<file path="src/rtl/updown_counter_n.sv">
// -----------------------------------------------------------------------------
// updown_counter_n
//
// Parametrised synchronous up/down counter. Its count range is 0..MAX. It
// supports a parallel load and two modes, free-running (wrap) and one-shot
// (stop at the terminal value). A small IDLE/RUN/DONE control FSM gates the
// counting. The wrap and done outputs are registered single-cycle pulses.
//
// Parameters
//   WIDTH  counter width in bits (>= 2)
//   MAX    top count value, 1 .. 2**WIDTH-1
//
// Ports
//   clk      in   rising-edge clock
//   rst      in   synchronous, active-high reset
//   start    in   enter RUN from IDLE/DONE; latches up and oneshot
//   stop     in   return to IDLE, count held
//   en       in   count enable while in RUN
//   load     in   parallel load of a (saturated to MAX)
//   a        in   load value
//   up       in   direction sampled at start (1 = up)
//   oneshot  in   mode sampled at start (1 = stop at terminal)
//   count    out  current count (registered)
//   busy     out  high while in RUN
//   tc       out  count at terminal value while in RUN
//   wrap     out  one-cycle pulse, free-run wrap happened
//   done     out  one-cycle pulse, one-shot reached terminal
//   ovf      out  sticky wrap flag
//
// Build option
//   UPDOWN_CNT_OVF_EN  When defined, ovf is a sticky flag. A wrap pulse sets
//                      it. Only rst or an accepted start clears it. When not
//                      defined, ovf is tied low and no register is built.
//
// Per-edge priority: rst > load > stop > start > count step.
// -----------------------------------------------------------------------------
module updown_counter_n #(
  parameter int WIDTH = 8,
  parameter int MAX   = 2**WIDTH-1
) (
  input  logic             clk,
  input  logic             rst,
  input  logic             start,
  input  logic             stop,
  input  logic             en,
  input  logic             load,
  input  logic [WIDTH-1:0] a,
  input  logic             up,
  input  logic             oneshot,
  output logic [WIDTH-1:0] count,
  output logic             busy,
  output logic             tc,
  output logic             wrap,
  output logic             done,
  output logic             ovf
);

  localparam logic [WIDTH-1:0] MAX_V = WIDTH'(MAX);
  localparam logic [WIDTH-1:0] ONE_V = WIDTH'(1);

  typedef enum logic [1:0] {
    ST_IDLE = 2'd0,
    ST_RUN  = 2'd1,
    ST_DONE = 2'd2
  } state_t;

  state_t           state_q, state_d;
  logic [WIDTH-1:0] count_q, count_d;
  logic             dir_q,   dir_d;    // 1 = counting up
  logic             mode_q,  mode_d;   // 1 = one-shot
  logic             wrap_q,  wrap_d;
  logic             done_q,  done_d;
  logic             at_term;

  // The terminal value depends on the direction latched at start.
  assign at_term = dir_q ? (count_q == MAX_V) : (count_q == '0);

  always_comb begin
    state_d = state_q;
    count_d = count_q;
    dir_d   = dir_q;
    mode_d  = mode_q;
    wrap_d  = 1'b0;
    done_d  = 1'b0;

    if (load) begin
      // Saturate the load so that count never goes above MAX. A load
      // replaces the step for this cycle, so no wrap or done pulse is made.
      count_d = (a > MAX_V) ? MAX_V : a;
    end else if (stop) begin
      state_d = ST_IDLE;
    end else if (start && (state_q != ST_RUN)) begin
      state_d = ST_RUN;
      dir_d   = up;
      mode_d  = oneshot;
    end else if ((state_q == ST_RUN) && en) begin
      if (!at_term) begin
        count_d = dir_q ? (count_q + ONE_V) : (count_q - ONE_V);
      end else if (mode_q) begin
        // One-shot: hold at the terminal value and finish.
        state_d = ST_DONE;
        done_d  = 1'b1;
      end else begin
        // Free-run: wrap modulo MAX+1, not modulo 2**WIDTH.
        count_d = dir_q ? '0 : MAX_V;
        wrap_d  = 1'b1;
      end
    end
  end

  always_ff @(posedge clk) begin
    if (rst) begin
      state_q <= ST_IDLE;
      count_q <= '0;
      dir_q   <= 1'b1;
      mode_q  <= 1'b0;
      wrap_q  <= 1'b0;
      done_q  <= 1'b0;
    end else begin
      state_q <= state_d;
      count_q <= count_d;
      dir_q   <= dir_d;
      mode_q  <= mode_d;
      wrap_q  <= wrap_d;
      done_q  <= done_d;
    end
  end

`ifdef UPDOWN_CNT_OVF_EN
  logic ovf_q, ovf_d;
  logic start_acc;

  // The start is accepted only when no load or stop has priority over it
  // and the FSM is not already running.
  assign start_acc = start && !load && !stop && (state_q != ST_RUN);

  always_comb begin
    ovf_d = ovf_q;
    if (start_acc) ovf_d = 1'b0;
    if (wrap_d)    ovf_d = 1'b1;   // same edge as the wrap pulse
  end

  always_ff @(posedge clk) begin
    if (rst) ovf_q <= 1'b0;
    else     ovf_q <= ovf_d;
  end

  assign ovf = ovf_q;
`else
  assign ovf = 1'b0;
`endif

  assign count = count_q;
  assign busy  = (state_q == ST_RUN);
  assign tc    = (state_q == ST_RUN) && at_term;
  assign wrap  = wrap_q;
  assign done  = done_q;

endmodule
</file>
<file path="config.mk">
export PLATFORM = sky130hd
export DESIGN_NAME = updown_counter_n
export DESIGN_NICKNAME = d
export VERILOG_FILES = /design/src/rtl/updown_counter_n.sv
export SDC_FILE = /design/constraint.sdc
export NUM_CORES = 1
export LEC_CHECK = 0
export ABC_AREA = 1
export CAP_MARGIN = 20
export CORE_MARGIN = 2
export CORE_UTILIZATION = 30
export CTS_CLUSTER_DIAMETER = 150
export DETAILED_ROUTE_END_ITERATION = 8
export HOLD_SLACK_MARGIN = 0.03
export PLACE_DENSITY = 0.58
export SYNTH_ARGS = -nofsm -noshare
export SYNTH_HDL_FRONTEND = slang
export SYNTH_SLANG_ARGS = --single-unit
export TNS_END_PERCENT = 1
</file>
<file path="constraint.sdc">
create_clock -name clk -period 2.6 [get_ports clk]
set_clock_uncertainty 0.15 [all_clocks]
set_input_delay 0.39 -clock clk [delete_from_list [all_inputs] [get_ports clk]]
set_output_delay 0.39 -clock clk [all_outputs]
set_load 0.01 [all_outputs]
</file>
==> results <==
- In the finished design, the share of the clock period the worst path needs comes to 0.9526.
- TritonCTS built the clock tree.
- For this run, the total global-route usage over all layers was measured as 0.1437.
- Final hold analysis gives a worst-case slack of 302.7 ps.
- The number of pins with negative max-slew slack in the final report is 0.
- The clock latency on the worst-skew pair is 280 ps.
- Entering global routing, the biggest net connects 12 pins.
- The time the worst path needs with I/O delays and setup is 2477 ps.
- Counting the fill cells in the layout gives 374.
- The congestion estimate from routability-driven global placement came to 0.8288.
- The die covers 4024 um^2.
- The power per cell area is 401.0 nW/um^2.
- Port buffering added 27 buffers.
- After detailed routing, the number of vias per cell comes to around 4.8.
- The longest clock path from root to sink contains 2 buffers.
- The total number of vias is around 1200.
- The initial antenna violation count is 0.
- The net switching component of the power is 171.9 uW.
- Counting the buffers created by CTS gives 3.
- Leaving out fill and tap cells, the most frequent cell in the layout is sky130_fd_sc_hd__nand2_1.
- The startpoint type of the worst setup path is a flop.
- The flow ran to the end, and the final reports show no timing, DRC or antenna violations.
- The number of detailed-route iterations in the first pass is 4.
- The area growth from synthesis to layout is 32.11%.
- The chip height is 63.44 um.
- The multi-input gate area in the final layout is 684.4 um^2.
- The sequential cells in the finished layout cover a total of 280.3 um^2.
- The initial utilization of the core area, before any placement, comes to 0.3151.
- The category of the critical setup timing path is reg2out.
- The required time of the critical path is between 2000 and 2500 ps.
- Dividing the detail-routed wire length by the instance count gives 11.75 um.
- The first global-routing pass estimated 4533 um of wire.
- Once detailed placement completed, the half-perimeter wirelength came to 2269 um.
- The number of clock sinks is 14.
- The number of failing hold endpoints at the final stage is 0.
- The top fanout value on the critical path is 7.
- The achievable frequency is 0.4037 GHz.
- The proportion of power drawn by the clock network is 0.273.
- The buffer type at the clock tree root is sky130_fd_sc_hd__clkbuf_4.
- The worst min-delay path class is reg2reg.
- After floorplanning, the core was divided into 21 placement rows.
- The I/O pin total is 29.
- The repair_antennas step left the layout with diodes totalling 0.
- The final layout contains 220 nets.
- Counting every instance in the synthesized netlist gives 169.
- The DRC violation count after routing is 0.
- The via count of the first global-routing pass is 1043.
- In this run, distinct cell masters in the synthesized netlist total 27.
- Synthesis inferred 14 register bits.
- After clock tree synthesis, the repair step resized 0 gates.
- Across the VDD grid, the largest voltage drop is roughly 220 uV.
- The number of endpoints failing setup at the final stage is 0.
- The reported max-cap violation count is 0.
- In this run the number of H-tree levels came out at 1.
- The cell area after synthesis is 1060 um^2.
- Of the cells placed in the final design, the portion with a size suffix greater than 1 is 0.08673.
- The number of DRC markers after the initial detailed-route iteration is 70.
- After synthesis, the mean cell area works out to about 6.3 um^2.
- The number of nets with antenna violations after detailed routing is 0.
- Of the total power, combinational logic draws 0.290.
- After clock tree synthesis, the clock-pin slew on the worst setup and hold paths is 90 ps.
- The x dimension of the die is 63.44 um.
- The type of element capturing the critical path is an output pin.
- The number of buffers inserted by post-CTS setup repair is 0.
- Setup repair after global routing left no endpoint under its margin.
- Of the total power, registers draw 0.437.
- Of the total power, the share spent switching nets is 0.3061.
- In the layout the commonest cells are sky130_fd_sc_hd__nand2_1 (38), sky130_fd_sc_hd__nor2_1 (33), sky130_fd_sc_hd__clkdlybuf4s50_1 (27).
- During synthesis, Yosys emitted a total of 0 warnings.
- Summed over all failing endpoints, the final setup total negative slack is 0 ps.
- Summed over all cells, the static leakage comes to about 0.66 nW.
- The cts-stage hold buffer count is 0.
- The placeable core area is 3363 um^2.
- The total global routing overflow is 0.
- The sum of routed wire length over all layers is 2843 um.
- The data arrival at the endpoint of the critical path is around 1900 ps.
- The net count after synthesis is 192.
- The cell internal power dissipation is 389.6 uW.
- For this run, the register share of the synthesized area comes to 0.2645.
## metal layers
metal  GRT usage  wire length [um]  vias to the layer above
li1            -                 -                      586
met1      0.1829              1315                      508
met2      0.2276              1294                       52
met3     0.04286               184                        6
met4     0.05435                48                        0
met5           0                 0                        -
## cell usage after synthesis
library cell / count / area (um^2)
sky130_fd_sc_hd__o21ai_1: 3 / 15.01
sky130_fd_sc_hd__dfxtp_1: 14 / 280.3
sky130_fd_sc_hd__nor2_1: 34 / 127.6
sky130_fd_sc_hd__o21ai_4: 1 / 16.27
sky130_fd_sc_hd__o21a_1: 1 / 7.510
sky130_fd_sc_hd__buf_4: 1 / 7.510
sky130_fd_sc_hd__and2_1: 1 / 6.260
sky130_fd_sc_hd__nand3b_1: 2 / 15.01
sky130_fd_sc_hd__fa_1: 1 / 20.02
sky130_fd_sc_hd__nand4_1: 1 / 6.260
sky130_fd_sc_hd__nand2_1: 38 / 142.6
sky130_fd_sc_hd__nor4_1: 1 / 6.260
sky130_fd_sc_hd__nor2_2: 2 / 12.51
sky130_fd_sc_hd__ha_1: 6 / 75.07
sky130_fd_sc_hd__o21ai_0: 4 / 20.02
sky130_fd_sc_hd__nand3_2: 1 / 10.01
sky130_fd_sc_hd__inv_1: 19 / 71.32
sky130_fd_sc_hd__a21oi_1: 12 / 60.06
sky130_fd_sc_hd__buf_6: 1 / 11.26
sky130_fd_sc_hd__clkbuf_1: 2 / 7.510
sky130_fd_sc_hd__nand2_2: 3 / 18.77
sky130_fd_sc_hd__or2_2: 4 / 25.02
sky130_fd_sc_hd__xor2_1: 2 / 17.52
sky130_fd_sc_hd__nand3_1: 12 / 60.06
sky130_fd_sc_hd__nor3_1: 1 / 5.000
sky130_fd_sc_hd__nand2_4: 1 / 11.26
sky130_fd_sc_hd__conb_1: 1 / 3.750
## kinds of logic (layout without fill, tap and decap cells)
family                   after synthesis  in the layout  share of synthesized area
buffers and inverters                 23             50                    0.09210
other                                  1              1                   0.003539
XOR/XNOR                               2              2                    0.01653
adder cells (fa/ha/maj)                7              7                    0.08973
AO/OA/AOI/OAI                         21             21                     0.1122
flip-flops                            14             14                     0.2645
AND/OR/NAND/NOR                      101            101                     0.4215
## path summary, 6_finish.rpt
check               endpoint  slack [ps]        from  depth (start not counted)
setup / recovery          tc         120    count[0]                          6
hold / removal    state_q[1]         300  state_q[1]                          2
setup reg to reg    count[7]         470       dir_q                         10
hold reg to reg   state_q[1]         300  state_q[1]                          2
## per-stage QoR
step / instance area, um^2 / power (mW) / setup slack, ps / cells / util
detailed placement: 1361 / 0.4116 / 387.2 / 238 / 0.4048
finish: 1400 / 0.5615 / 123.1 / 242 / 0.4163
global placement: 1361 / 0.4114 / 388.1 / 238 / 0.4048
floorplan: 1060 / 0.3459 / 769.3 / 169 / -
CTS: 1398 / 0.5642 / 73.32 / 242 / 0.4156
global route: 1400 / 0.6013 / 7.400 / 242 / 0.4163
## layout make-up
class | instances | share of cell area
multi-input combinational | 132 | 0.4888
sequential | 14 | 0.2002
timing repair buffer | 27 | 0.1930
inverter | 19 | 0.05094
tap | 46 | 0.04111
clock buffer | 4 | 0.02592
## sequential cells by signal (all words and copies together), names as in the netlist
name     flops
done         1
state_q      2
mode_q       1
count        8
wrap         1
dir_q        1
## power groups by stage
stage | Clock (mW) | Sequential (mW) | Combinational, mW
2_1_floorplan | 0 | 0.249 | 0.0969
3_3_place_gp | 0 | 0.251 | 0.160
3_5_place_dp | 0 | 0.250 | 0.161
4_1_cts | 0.156 | 0.246 | 0.162
5_1_grt | 0.170 | 0.248 | 0.183
6_report | 0.153 | 0.245 | 0.163
## worst max-delay path: stages (launching register included)
cell and delay, ps:
sky130_fd_sc_hd__dfxtp_1 400, sky130_fd_sc_hd__nor2_1 160, sky130_fd_sc_hd__nand3_2 110, sky130_fd_sc_hd__nor2_1 210, sky130_fd_sc_hd__nor2_2 120, sky130_fd_sc_hd__nor2_1 110
sky130_fd_sc_hd__clkdlybuf4s50_1 550
(Power assumes the default switching activity.)
